--- src/rtl/reg_file_onehot.sv ---
// 16 x WIDTH register file driven by one-hot write enables from a 4-to-16 decoder.
// Two async read ports with write-through bypass, hardwired-zero R0, multi-hot write rejection.

module reg_entry #(
  parameter int WIDTH = 16
) (
  input  logic             CLK,
  input  logic             Reset_n,
  input  logic             wr,
  input  logic [WIDTH-1:0] d,
  output logic [WIDTH-1:0] q
);
  always_ff @(posedge CLK or negedge Reset_n) begin
    if (!Reset_n)  q <= '0;
    else if (wr)   q <= d;
  end
endmodule

module reg_file_onehot #(
  parameter int WIDTH = 16,
  parameter int ERRW  = 8
) (
  input  logic             CLK,
  input  logic             Reset_n,
  input  logic [15:0]      WE,
  input  logic [WIDTH-1:0] WD,
  input  logic [3:0]       RA1,
  input  logic [3:0]       RA2,
  output logic [WIDTH-1:0] RD1,
  output logic [WIDTH-1:0] RD2,
  output logic             WriteErr,
  output logic [ERRW-1:0]  ErrCount,
  input  logic             ErrClr
);
  localparam logic [ERRW-1:0] CNT_MAX = '1;

  logic [15:0]            we_rest;
  logic                   multi;
  logic                   onehot;
  logic [15:0][WIDTH-1:0] regs;

  // Clearing the lowest set bit leaves something only when two or more bits are set.
  assign we_rest = WE & (WE - 16'd1);
  assign multi   = |we_rest;
  assign onehot  = (|WE) & ~multi;

  assign regs[0] = '0;

  for (genvar k = 1; k < 16; k++) begin : g_ent
    reg_entry #(.WIDTH(WIDTH)) u_ent (
      .CLK     (CLK),
      .Reset_n (Reset_n),
      .wr      (onehot & WE[k]),
      .d       (WD),
      .q       (regs[k])
    );
  end

  // R0 needs no special case in the bypass: regs[0] is zero and RA==0 short-circuits.
  function automatic logic [WIDTH-1:0] rd_sel(input logic [3:0] ra);
    if (ra == 4'd0)            return '0;
    else if (onehot && WE[ra]) return WD;
    else                       return regs[ra];
  endfunction

  always_comb begin
    RD1 = '0;
    RD2 = '0;
    if (Reset_n) begin
      RD1 = rd_sel(RA1);
      RD2 = rd_sel(RA2);
    end
  end

  always_ff @(posedge CLK or negedge Reset_n) begin
    if (!Reset_n) begin
      WriteErr <= 1'b0;
      ErrCount <= '0;
    end else begin
      WriteErr <= multi;
      if (ErrClr)                            ErrCount <= '0;
      else if (multi && ErrCount != CNT_MAX) ErrCount <= ErrCount + 1'b1;
    end
  end
endmodule

--- config.mk ---
export PLATFORM = sky130hd
export DESIGN_NAME = reg_file_onehot
export DESIGN_NICKNAME = d
export VERILOG_FILES = /design/src/rtl/reg_file_onehot.sv
export SDC_FILE = /design/constraint.sdc
export NUM_CORES = 1
export LEC_CHECK = 0
export BUFFER_PORTS_ARGS = -buffer_cell sky130_fd_sc_hd__clkbuf_2
export CAP_MARGIN = 15
export CORE_MARGIN = 2
export CORE_UTILIZATION = 31
export CTS_BUF_LIST = sky130_fd_sc_hd__clkbuf_4 sky130_fd_sc_hd__clkbuf_8
export DETAILED_ROUTE_END_ITERATION = 7
export GPL_ROUTABILITY_DRIVEN = 0
export MAX_ROUTING_LAYER = met4
export SETUP_SLACK_MARGIN = 0.5
export SYNTH_ARGS = -nofsm -noshare
export SYNTH_HDL_FRONTEND = slang
export SYNTH_SLANG_ARGS = --single-unit
--- constraint.sdc ---
create_clock -name CLK -period 3.4 [get_ports CLK]
set_input_delay 0.51 -clock CLK [delete_from_list [all_inputs] [get_ports CLK]]
set_output_delay 0.51 -clock CLK [all_outputs]
set_load 0.005 [all_outputs]
## Word level (Yosys, flattened, before mapping)

Index checks and enable logic that the tools add are counted.

- Bits of input ports: 43
- Output and inout port bits: 41
- Word-level logic and storage cells: 64
- Bits in registers: 249

- $add $sub $neg: 2
- Multiplexer cells: 16
- Equality and inequality tests: 1
- Order comparisons: 2
- Reductions and logical operators: 8
- Bitwise gates (word level): 18

Operators with widths:

| operator | count |
|---|---|
| $bmux 16 s4 | 2 |
| $mux 16 | 8 |
| $reduce_or 16->1 | 2 |
| $and 1x1->1 | 16 |
| $and 16x16->16 | 1 |
| $mux 8 | 2 |
| $sub 16x1->16 const B | 1 |
| $lt 4x5->1 const B | 2 |
| $add 8x1->8 const B | 1 |
| $bmux 1 s4 | 2 |
| $logic_not 4->1 | 2 |
| $ne 8x8->1 const B | 1 |
| $logic_and 1x1->1 | 3 |
| $mux 1 | 2 |
| $reduce_bool 2->1 | 1 |
| $not 1->1 | 1 |

## Logic depth before layout (Yosys ltp)

- Depth after elaboration: 9
- Gate-level depth with buffers: 10
- Mapped depth without buffers: 6

## Hierarchy

From an unflattened synthesis, not the netlist that was laid out.

- Cells, all modules: 998
- Area, all modules: 15331.0 µm²

Modules (own cells, without submodules):

| module | times used | area each (µm²) | cells an instance | sequential area each (µm²) |
|---|---|---|---|---|
| reg_entry | 15 | 649.4 | 34 | 400.4 |
| reg_file_onehot | 1 | 5590.4 | 488 | 225.2 |

## Worst setup path before layout

OpenSTA, ideal clock, no wires.

- Path type: input to output
- Start: input port RA1[0]
- End: output port RD1[4]
- Data required time: 2890 ps
- Slack: 372 ps
- Data arrival time: 2518 ps
- Buffers on the path: 3
- Stages on the path: 7
- Path through: buf_2 > buf_2 > buf_2 > mux4_2 > mux4_2 > a31oi_1 > nor3b_1

- Word-level cells in the longest chain between the ends: 6
- Elaborated cells between the ends (all ways): 9
- Those cells by class: mux (7); reduce/logical (2)

Ends and longest elaborated chain:

| item | RTL line | RTL |
|---|---|---|
| from (decl) | 27 | `input logic [3:0] RA1,` |
| $bmux 1 s4 | 62 | `else if (onehot && WE[ra]) return WD;` |
| $mux 1 (implied by the code) | 62 |  |
| $logic_and 1x1->1 | 62 |  |
| $mux 16 | 62 |  |
| $mux 16 (*) | 61 | `if (ra == 4'd0) return '0;` |
| $mux 16 (*) | 69 | `if (Reset_n) begin` |
| to (decl) | 29 | `output logic [WIDTH-1:0] RD1,` |

Every way passes the cells marked *; elsewhere a longest branch is shown, timed or not. The select of a mux whose other input is x is not followed.

## Final worst setup path

- Start: input port WE[1]
- End: output port RD1[0]

- Word-level cells in the longest chain between the ends: 9
- Elaborated cells between the ends (all ways): 12
- Those cells by class: add/sub (1); mux (5); bitwise (3); reduce/logical (3)

Ends and longest elaborated chain:

| item | RTL line | RTL |
|---|---|---|
| from (decl) | 25 | `input logic [15:0] WE,` |
| $sub 16x1->16 | 43 | `assign we_rest = WE & (WE - 16'd1);` |
| $and 16x16->16 | 43 |  |
| $reduce_or 16->1 | 44 | `assign multi = \|we_rest;` |
| $not 1->1 | 45 | `assign onehot = (\|WE) & ~multi;` |
| $and 1x1->1 | 45 |  |
| $logic_and 1x1->1 (*) | 62 |  |
| $mux 16 (*) | 62 |  |
| $mux 16 (*) | 61 |  |
| $mux 16 (*) | 69 |  |

Marks and branches as above.

==> impl_results.md <==
- Status: complete, no violations
- EDFF count, synth: 0
- Cells along the critical path: clkbuf_16 -> or4_4 -> a21oi_2 -> o21ba_4 -> buf_4 -> o211ai_1 -> buf_6 -> nor4_2 -> nor3b_2 -> buf_4 -> clkbuf_2
- Area grow syn2layout: 23.3%
- Die Y: 223 µm
- Share of post-route cells with drive strength above 1: 65.0%
- Cell count after synthesis: 994
- Slew HR: 43.6%
- Pint: 0.00495 W
- Max Freq: 325 MHz
- Initial Utilization: 31.2%
- Gr ovfl total: 0
- First DRT Iteration DRCs: 765
- Root buf cell: clkbuf_8
- Post-Route Setup TNS: 0 ns
- First-pass GRT wire length: 71600 µm
- Peak supply drop: 0.228 mV
- Share of Yosys cell area claimed by the top area cell type: 42.1%
- Via density: 5.67
- Final hold viol count: 0
- Skew final: 0.0116 ns
- Setup crit end kind: primary output
- Largest net degree at the start of global routing: 59
- Seq pwr share: 44.7%
- Final slew viol count: 0
- Drt pass-1 iters: 5
- Clock power frac: 45.3%
- Seq cells post-synth: 249
- Crit path max-delay cell type: or4_4
- Cell Rows: 80
- Req. time, crit path: 2.89 ns
- Most frequent cells in the layout: 249 x dfrtp_1, 228 x mux2_2, 137 x mux4_2
- Post-Layout Inst Area: 18300 µm²
- Critical Path Max Stage Delay: 0.54 ns
- Total CTS buffers: 44
- GRT Overall Usage: 19.8%
- Horiz. Die Dim: 223 µm
- Synthesized area: 14800 µm²
- Syn Nets: 1038
- Core outline area: 47400 µm²
- Initial antenna violation count: 1
- Minimum clock period: 3.07 ns
- Layout Utilization: 38.5%
- Synth Warn #: 0
- Clock-pin slew on the worst setup and hold paths: 0.06 ns
- CP most frequent cell: buf_4
- Max Root-Sink Buffers: 3
- NumNets Final: 1185
- P_leak: 8.33 nW
- Fraction of registers with async set/reset: 100%
- Area contributors post-synth: dfrtp_1 42%, mux4_2 21%, mux2_2 17%, mux2_4 5.1%, a22o_1 1.8%
- Pwr/cell area: 365 nW/µm²
- Remaining DRCs: 0
- Arr. time, crit path: 2.56 ns
- Final setup violation count: 0
- Placed Area: 16200 µm²
- Sw Pwr: 0.00171 W
- Routed wire length: 47500 µm
- Vias in the first global route: 10500
- Critical path fanouts, max: 16
- Clock sink count: 249
- TritonCTS clock tree: done
- Worst Max-Slew Pin Slew: 0.844 ns
- Tcrit/Tclk final: 90.4%
- RSZ-0062 raised after global routing: true
- Htree depth: 2
- Commonest non-fill, non-tap cell in the layout: dfrtp_1
- Comb pwr share: 10.1%
- Seq/Total Area, Yosys: 42.1%
- Quantity of I/O buffers inserted on ports: 83
- Io pins: 84
- Avg WL per Cell: 26.6 µm
- Distinct cell type count after synthesis: 50
- Avg Inst Size Synth: 14.9 µm²
- Post-route antenna net violation count: 0
- Die Footprint: 49500 µm²
- Predominant post-synthesis flop cell: dfrtp_1
- Final HPWL DP: 28300 µm
- WS Path Type: input port to primary output
- Clock insertion delay at the later pin of the skew report: 0.56 ns
- Number of vias in the routed layout: 10100
- Hold Crit Class: input port to asynchronous set/reset pin
- Startpoint Class: input port
- Max-cap violation count: 0
- Synth area leader: dfrtp_1
- Switching Share: 25.6%
-- worst paths after layout --
| kind | start | slack, ns | to | cells past startpoint |
|---|---|---|---|---|
| setup / recovery | WE[1] | 0.33 | RD1[0] | 11 |
| hold / removal | Reset_n | 0.08 | g_ent[14].u_ent.q[14]$_DFFE_PN0P_ | 2 |
| setup reg to reg | ErrCount[3]$_DFFE_PN0P_ | 1.78 | ErrCount[0]$_DFFE_PN0P_ | 5 |
| hold reg to reg | g_ent[14].u_ent.q[12]$_DFFE_PN0P_ | 0.53 | g_ent[14].u_ent.q[12]$_DFFE_PN0P_ | 1 |
| max in group asynchronous | Reset_n | 2.17 | g_ent[10].u_ent.q[12]$_DFFE_PN0P_ | 2 |
| min in group CLK | ErrClr | 0.34 | ErrCount[2]$_DFFE_PN0P_ | 2 |
-- power groups by stage --
stage,Sequential [W],Combinational [W],Clock (W)
6_report,0.00298,0.000670,0.00301
5_1_grt,0.00298,0.000710,0.00323
4_1_cts,0.00298,0.000649,0.00308
3_5_place_dp,0.00303,0.000546,0
3_3_place_gp,0.00303,0.000543,0
2_1_floorplan,0.00303,0.000272,0
-- synth_stat cells (3+ instances only) --
cell type / number
buf_2: 30
mux2_4: 50
nand4_1: 5
o21a_1: 3
nand2_1: 39
nor2b_1: 10
nand3_1: 4
mux4_2: 137
inv_1: 3
nor4_1: 16
dfrtp_1: 249
nor3b_1: 16
nand3_4: 5
nand3_2: 10
buf_6: 9
nor2_1: 8
and3_1: 4
o21ai_0: 5
mux2_2: 229
buf_1: 12
mux2i_1: 18
a31oi_1: 16
buf_4: 4
nor3_1: 3
a22o_1: 31
a21oi_1: 7
clkbuf_1: 42
-- logic make-up (layout without fill, tap and decap cells) --
kind of cell | after synthesis | in the layout | synth area share, %
xor+xnor | 1 | 1 | 0.0592
other cells | 0 | 1 | 0
buf+inv | 101 | 278 | 3.45
mux | 434 | 434 | 44.5
fa+ha+maj | 1 | 1 | 0.0845
simple gates | 129 | 129 | 5.68
flops | 249 | 249 | 42.1
compound gates | 79 | 79 | 4.10
-- per-layer routing --
metal	GRT usage, %	vias to the layer above	wire [µm]
met4	7.60	0	1760
met5	-	-	0
met1	25.4	5449	19900
met2	31.4	354	23100
met3	3.50	100	2700
li1	-	4231	-
-- critical path: cells and delay by family --
family	cells	cell delay (ns)
and+or+nand+nor	3	0.93
buffers and inverters	5	0.70
AOI/OAI and AO/OA	3	0.42
-- flip-flops by register name (all words and copies together), names as in the netlist --
signal / cells
g_ent.u_ent.q: 240
ErrCount: 8
WriteErr: 1
-- what timing repair did --
action                                  CTS  global route
setup buffers                            26             8
resized for setup                        95            58
pin swaps                                14             9
endpoints found under the setup margin   32            32
hold buffers                              1             0
gates cloned                              5             1
endpoints found under the hold margin    14             0
-- per-stage QoR --
stage / std cells / hold slack (ns) / power [W] / setup WS (ns)
4_1_cts: 1777 / 0.0601 / 0.00671 / 0.336
5_1_grt: 1787 / 0.0982 / 0.00691 / 0.277
6_report: 1787 / 0.0848 / 0.00666 / 0.326
2_1_floorplan: 994 / 0.214 / 0.00330 / 0.505
3_5_place_dp: 1669 / 0.375 / 0.00358 / 0.0984
3_3_place_gp: 1669 / 0.370 / 0.00357 / 0.0978
-- layout make-up --
type                    instances  area, µm²
fillers                      4448      29200
multi-input cells             644       8520
flip-flops and latches        249       6230
repair buffers                199       1770
clock buffers                  72        891
well taps                     615        769
clock inverters                 4       60.1
inverters                       3       11.3
diodes                          1       2.50
Power figures use the tool's default switching activity.
